**src/rtl/axi_lite_read_master.sv**
```systemverilog
// AXI4-Lite single-outstanding read initiator: request -> AR -> R -> one-cycle response pulse.
// Define AXI_READ_MASTER_TIMEOUT_EN to build the per-transaction timeout counter.
module axi_lite_read_master #(
  parameter int ADDR_W         = 32,
  parameter int DATA_W         = 32,
  parameter int TIMEOUT_CYCLES = 256
) (
  input  logic              clk,
  input  logic              i_reset,
  input  logic              i_req_valid,
  output logic              o_req_ready,
  input  logic [ADDR_W-1:0] i_req_addr,
  output logic              o_resp_valid,
  output logic [DATA_W-1:0] o_resp_data,
  output logic [1:0]        o_resp_rresp,
  output logic              o_resp_err,
  output logic              o_resp_timeout,
  output logic              o_busy,
  output logic              o_arvalid,
  output logic [ADDR_W-1:0] o_araddr,
  input  logic              i_arready,
  input  logic              i_rvalid,
  input  logic [DATA_W-1:0] i_rdata,
  input  logic [1:0]        i_rresp,
  output logic              o_rready
);

  typedef enum logic [1:0] {IDLE, ADDR, DATA, RESP} state_e;

  if (TIMEOUT_CYCLES < 2) begin : g_bad_timeout
    $error("TIMEOUT_CYCLES must be at least 2");
  end

  state_e            state_q, state_d;
  logic [ADDR_W-1:0] araddr_q, araddr_d;
  logic [DATA_W-1:0] rdata_q, rdata_d;
  logic [1:0]        rresp_q, rresp_d;
  logic              timeout_q, timeout_d;
  logic              expire;

`ifdef AXI_READ_MASTER_TIMEOUT_EN
  localparam int CNT_W = $clog2(TIMEOUT_CYCLES);
  localparam logic [CNT_W-1:0] CNT_MAX = CNT_W'(TIMEOUT_CYCLES - 1);

  logic [CNT_W-1:0] cnt_q, cnt_d;

  // One budget spans ADDR and DATA; the counter parks at its limit.
  always_comb begin
    cnt_d = cnt_q;
    if (state_q == IDLE && i_req_valid) begin
      cnt_d = '0;
    end else if ((state_q == ADDR || state_q == DATA) && cnt_q != CNT_MAX) begin
      cnt_d = cnt_q + CNT_W'(1);
    end
  end

  // A handshake in the limit cycle takes priority over expiry.
  assign expire = (cnt_q == CNT_MAX) &&
                  ((state_q == ADDR && !i_arready) || (state_q == DATA && !i_rvalid));

  always_ff @(posedge clk) begin
    if (i_reset) cnt_q <= '0;
    else         cnt_q <= cnt_d;
  end
`else
  assign expire = 1'b0;
`endif

  // NOTE: sequential state uses non-blocking assignments so every flop samples pre-edge values.
  always_ff @(posedge clk) begin
    if (i_reset) begin
      state_q   <= IDLE;
      araddr_q  <= '0;
      rdata_q   <= '0;
      rresp_q   <= '0;
      timeout_q <= 1'b0;
    end else begin
      state_q   <= state_d;
      araddr_q  <= araddr_d;
      rdata_q   <= rdata_d;
      rresp_q   <= rresp_d;
      timeout_q <= timeout_d;
    end
  end

  // NOTE: every combinational output gets a default first so no latch is inferred.
  always_comb begin
    state_d   = state_q;
    araddr_d  = araddr_q;
    rdata_d   = rdata_q;
    rresp_d   = rresp_q;
    timeout_d = timeout_q;
    case (state_q)
      IDLE: begin
        if (i_req_valid) begin
          araddr_d = i_req_addr;
          state_d  = ADDR;
        end
      end
      ADDR: begin
        if (i_arready) begin
          state_d = DATA;
        end else if (expire) begin
          state_d   = RESP;
          rdata_d   = '0;
          rresp_d   = 2'b10;
          timeout_d = 1'b1;
        end
      end
      DATA: begin
        if (i_rvalid) begin
          state_d   = RESP;
          rdata_d   = i_rdata;
          rresp_d   = i_rresp;
          timeout_d = 1'b0;
        end else if (expire) begin
          state_d   = RESP;
          rdata_d   = '0;
          rresp_d   = 2'b10;
          timeout_d = 1'b1;
        end
      end
      RESP:    state_d = IDLE;
      default: state_d = IDLE;
    endcase
  end

  always_comb begin
    o_req_ready  = (state_q == IDLE);
    o_busy       = (state_q != IDLE);
    o_arvalid    = (state_q == ADDR);
    o_rready     = (state_q == DATA);
    o_resp_valid = (state_q == RESP);
  end

  assign o_araddr     = araddr_q;
  assign o_resp_data  = rdata_q;
  assign o_resp_rresp = rresp_q;
  assign o_resp_err   = rresp_q[1] | timeout_q;

`ifdef AXI_READ_MASTER_TIMEOUT_EN
  assign o_resp_timeout = timeout_q;
`else
  assign o_resp_timeout = 1'b0;
`endif

endmodule

```
**config.mk**
```make
export PLATFORM = sky130hd
export DESIGN_NAME = axi_lite_read_master
export DESIGN_NICKNAME = d
export VERILOG_FILES = /design/src/rtl/axi_lite_read_master.sv
export SDC_FILE = /design/constraint.sdc
export NUM_CORES = 1
export LEC_CHECK = 0
export BUFFER_PORTS_ARGS = -buffer_cell sky130_fd_sc_hd__buf_2
export CAP_MARGIN = 5
export CORE_MARGIN = 5
export CORE_UTILIZATION = 35
export DETAILED_ROUTE_END_ITERATION = 16
export PLACE_DENSITY_LB_ADDON = 0.05
export SLEW_MARGIN = 20
export SYNTH_ARGS = -nofsm -noshare
export SYNTH_HDL_FRONTEND = slang
export SYNTH_SLANG_ARGS = --single-unit
```
**constraint.sdc**
```tcl
create_clock -name clk -period 1.9 [get_ports clk]
set_input_delay 0.19 -clock clk [delete_from_list [all_inputs] [get_ports clk]]
set_output_delay 0.19 -clock clk [all_outputs]
set_load 0.05 [all_outputs]
```
### Word level (Yosys, flattened, before mapping)

Index checks and enable logic that the tools add are counted.

| word-level totals | value |
|---|---|
| register bits | 68 |
| latch bits | 0 |
| memory bits (writable) | 0 |
| memory bits (read-only) | 0 |
| input bits | 71 |
| word-level logic and storage cells | 19 |
| memories kept | 0 |

| operators by class | value |
|---|---|
| add/subtract/negate cells | 0 |
| multiply operators | 0 |
| divide/modulo/power cells | 0 |
| $lt $le $gt $ge | 0 |
| equal/unequal tests | 6 |
| shifts and indexed selects | 0 |
| muxes and demuxes | 4 |
| bitwise gates (word level) | 0 |
| reductions and logical operators | 5 |

Operator list:

| operator | count |
|---|---|
| $pmux W2 S4 | 1 |
| $mux W2 | 3 |
| $eq A2 B2 Y1 const B | 2 |
| $ne A2 B2 Y1 const B | 2 |
| $reduce_and A2 Y1 | 2 |
| $reduce_and A3 Y1 | 1 |
| $eq A2 B1 Y1 const B | 1 |
| $logic_not A2 Y1 | 1 |
| $ne A2 B1 Y1 const B | 1 |
| $reduce_bool A2 Y1 | 1 |

### Longest topological paths before layout

| depth | value |
|---|---|
| depth after elaboration | 3 |
| depth in mapped cells | 7 |
| gate-level depth less buffers | 5 |

### Worst setup path after synthesis

OpenSTA, ideal clock, no wires.

| path | value |
|---|---|
| path type | register to register |
| start | register state_q[0] |
| end | register state_q[0] |
| setup time | 0.116 ns |
| arrival | 1.625 ns |
| data required time | 1.784 ns |
| path slack | 0.158 ns |
| cell stages (with the launch flop) | 6 |
| clock period less this slack | 1.742 ns |
| cell sequence | dfxtp_1 inv_1 ha_1 nor2b_4 or4_1 o211a_1 |

| between the ends | value |
|---|---|
| word-level cells in the longest chain between the ends | 3 |
| elaborated cells on any way between the ends | 9 |
| those cells by class | eq/ne (6); mux (1); reduce/logical (2) |

RTL lines:

| item | line | text |
|---|---|---|
| start: declaration | 34 | `state_e state_q, state_d;` |
| start signal: assignment | 78 | `state_q <= state_d;` |
| $logic_not A2 Y1 (*) | -- |  |
| net o_req_ready | 11 | `output logic o_req_ready,` |
| $ne A2 B2 Y1 (no line) | -- |  |
| $reduce_and A3 Y1 (no line) | -- |  |

The timed path passes the listed nets; every way through them passes the cells marked *.
A chain may end at the register's enable or synchronous reset.

### Final worst setup path

| path | value |
|---|---|
| start | register state_q[0] |
| end | register araddr_q[5] (netlist: o_araddr[5]) |

| between the ends | value |
|---|---|
| word-level cells in the longest chain between the ends | 2 |

RTL lines:

| item | line | text |
|---|---|---|
| $logic_not A2 Y1 | 93 | `case (state_q)` |
| $reduce_and A2 Y1 (no line) | -- |  |
| end signal: assignment | 79 | `araddr_q <= araddr_d;` |
| end: declaration | 35 | `logic [ADDR_W-1:0] araddr_q, araddr_d;` |

No other way between the ends.

==> flow_metrics.tcl <==
set metrics [dict create \
    yosysSeqAreaShare_pct 55.14 \
    yosysTopAreaCell "dfxtp_1" \
    cts_sinks 68 \
    final_cell_mix "buf_2 (142), nand2_1 (136), dfxtp_1 (68), a21oi_1 (66), clkbuf_8 (10)" \
    grt_pass1_wl_um 10250 \
    wl_per_cell_um 12.36 \
    status "complete, no violations" \
    portBuffers 142 \
    antenna_found_initial 0 \
    crit_arrival_ns 1.86 \
    diodes 0 \
    power_density_mw_per_mm2 1404 \
    num-nets-final 523 \
    worstHoldPathType "in2reg" \
    drv_slew 0 \
    syn_area_mm2 0.002469 \
    drtAntennaViolNets 0 \
    die_x_um 93.99 \
    totalWireLength_um 6748 \
    clk_pin_slew_ns 0.07 \
    first_global_vias 2142 \
    swShare_pct 44.65 \
    finish.utilization_pct 49.67 \
    p_leak_uw 0.001625 \
    synth_top_area_share_pct 55.14 \
    vias 2394 \
    grt_max_degree 35 \
    synth-seq-cells 68 \
    worstPathMaxFanout 32 \
    firstDrtPassIters 6 \
    cts_root_buffer "clkbuf_8" \
    post_synth_num_cell_types 18 \
    switchingPower_uw 2127 \
    drive_above_1_share_pct 36.00 \
    gr-total-overflow 0 \
    relSlewSlack_pct 58.59 \
    clk_path_buf_depth 2 \
    synth_area_per_cell_um2 7.912 \
    maxCapViolCount 0 \
    seq_power_share_pct 36.8 \
    hpwl_um 4841 \
    die_y_um 93.99 \
    final_common_cell "buf_2" \
    end_kind "register" \
    rsz0062_at_grt "no" \
    fin_skew_ns 0.006428 \
    initial_utilization_pct 36.14 \
    fin_tns_setup_ns 0 \
    fillers 741 \
    p_clk_share_pct 20.4 \
    worst_slack_ns 0.3072 \
    gp_congestion 0.8397 \
    dieArea_mm2 0.008833 \
    p_comb_share_pct 42.8 \
    peakVddDrop_mv 1.339 \
    syn_nets 388 \
    path_class "reg2reg" \
    cts_buffers 9 \
    power.total_uw 4764 \
    pin_count 144 \
    drt_iter0_drc 75 \
    max_slew.worst_pin.slew_ns 0.6211 \
    fin_crit_ns 1.593 \
    cp.required_ns 2.17 \
    rows 30 \
    hold_violations 0 \
    track_usage_pct 15.03 \
    place_ws_ns 0.2947 \
    fin_hold_ws_ns 0.08966 \
    cts_hold_buf 0 \
    insertion_delay_ns 0.33 \
    max_freq_ghz 0.6278 \
    htree_levels 3 \
    fin_crit_sh_pct 83.83 \
    synth_area_leaders "dfxtp_1 (55%), nand2_1 (21%), a21oi_1 (13%)" \
    critPathLaunchType "register" \
    cts_tree "yes" \
    cts_resized 0 \
    setup_viol 0 \
    cts_setup_buffers 0 \
    core-area_mm2 0.006832 \
    internal-power_uw 2637 \
    area_delta_synth_final_pct 37.46 \
    drc 0 \
    synthCells 312 \
    synth_warnings 0 \
    drt-vias-per-instance 4.385 \
]
synth_stat cells, drive strengths merged:
library cell / instances
mux2i: 1
nand2: 136
or4: 1
a21oi: 66
conb: 1
ha: 5
buf: 15
o211a: 1
dfxtp: 68
and2: 2
clkbuf: 8
nor3: 1
inv: 4
nor2b: 3
worst paths after layout:
kind,from,end,slack (ns),cells after the start
hold / removal,i_req_addr[3],o_araddr[3]$_SDFFE_PP0P_,0.09,3
setup / recovery,state_q[0]$_SDFFE_PP0P_,o_araddr[5]$_SDFFE_PP0P_,0.31,5
setup reg to reg,state_q[0]$_SDFFE_PP0P_,o_araddr[5]$_SDFFE_PP0P_,0.31,5
hold reg to reg,o_resp_data[22]$_SDFFE_PP0P_,o_resp_data[22]$_SDFFE_PP0P_,0.45,2
flip-flops by register name (all words and copies together), names as in the netlist:
name          count
o_araddr         32
o_resp_data      32
o_resp_rresp      2
state_q           2
layer usage:
layer	GRT usage, %	vias to the layer above	wire length, um
li1	-	1257	-
met1	18.15	1040	2854
met2	23.48	90	3220
met3	6.571	7	617
met4	5.776	0	57
met5	0	-	0
power groups by stage:
stage / registers, uW / logic (uW) / clock network, uW
after floorplan: 2470 / 904 / 0
after global placement: 1780 / 2050 / 0
after detailed placement: 1790 / 2060 / 0
after CTS: 1750 / 2070 / 1040
after global routing: 1780 / 2190 / 1090
final: 1750 / 2040 / 974
through the flow:
stage,cells,area [um2]
after floorplan,312,2469
after global placement,532,3237
after detailed placement,532,3237
after CTS,546,3393
after global routing,546,3393
final,546,3393
final cells by class:
type                       count  area [um2]  area share [%]
sequential                    68        1361           40.12
multi-input combinational    217       979.7           28.87
timing repair buffer         147       760.7           22.42
clock buffer                  11       141.4           4.167
tap                           96       120.1           3.540
clock inverter                 3       15.01          0.4425
inverter                       4       15.01          0.4425
worst max-delay path, cell delays in order, from the launching register on:
cell,delay (ns)
dfxtp_1,0.34
inv_1,0.11
ha_1,0.23
and2_2,0.58
nand2_1,0.13
a21oi_1,0.14
kinds of logic after synthesis:
family	after synthesis	synth area share, %
adder cells (fa/ha/maj)	5	2.534
multiplexers	1	0.4055
buffers and inverters	27	5.170
AND/OR/NAND/NOR	143	22.81
AO/OA/AOI/OAI	67	13.79
flip-flops	68	55.14
other	1	0.1519
Power figures use the tool's default switching activity.
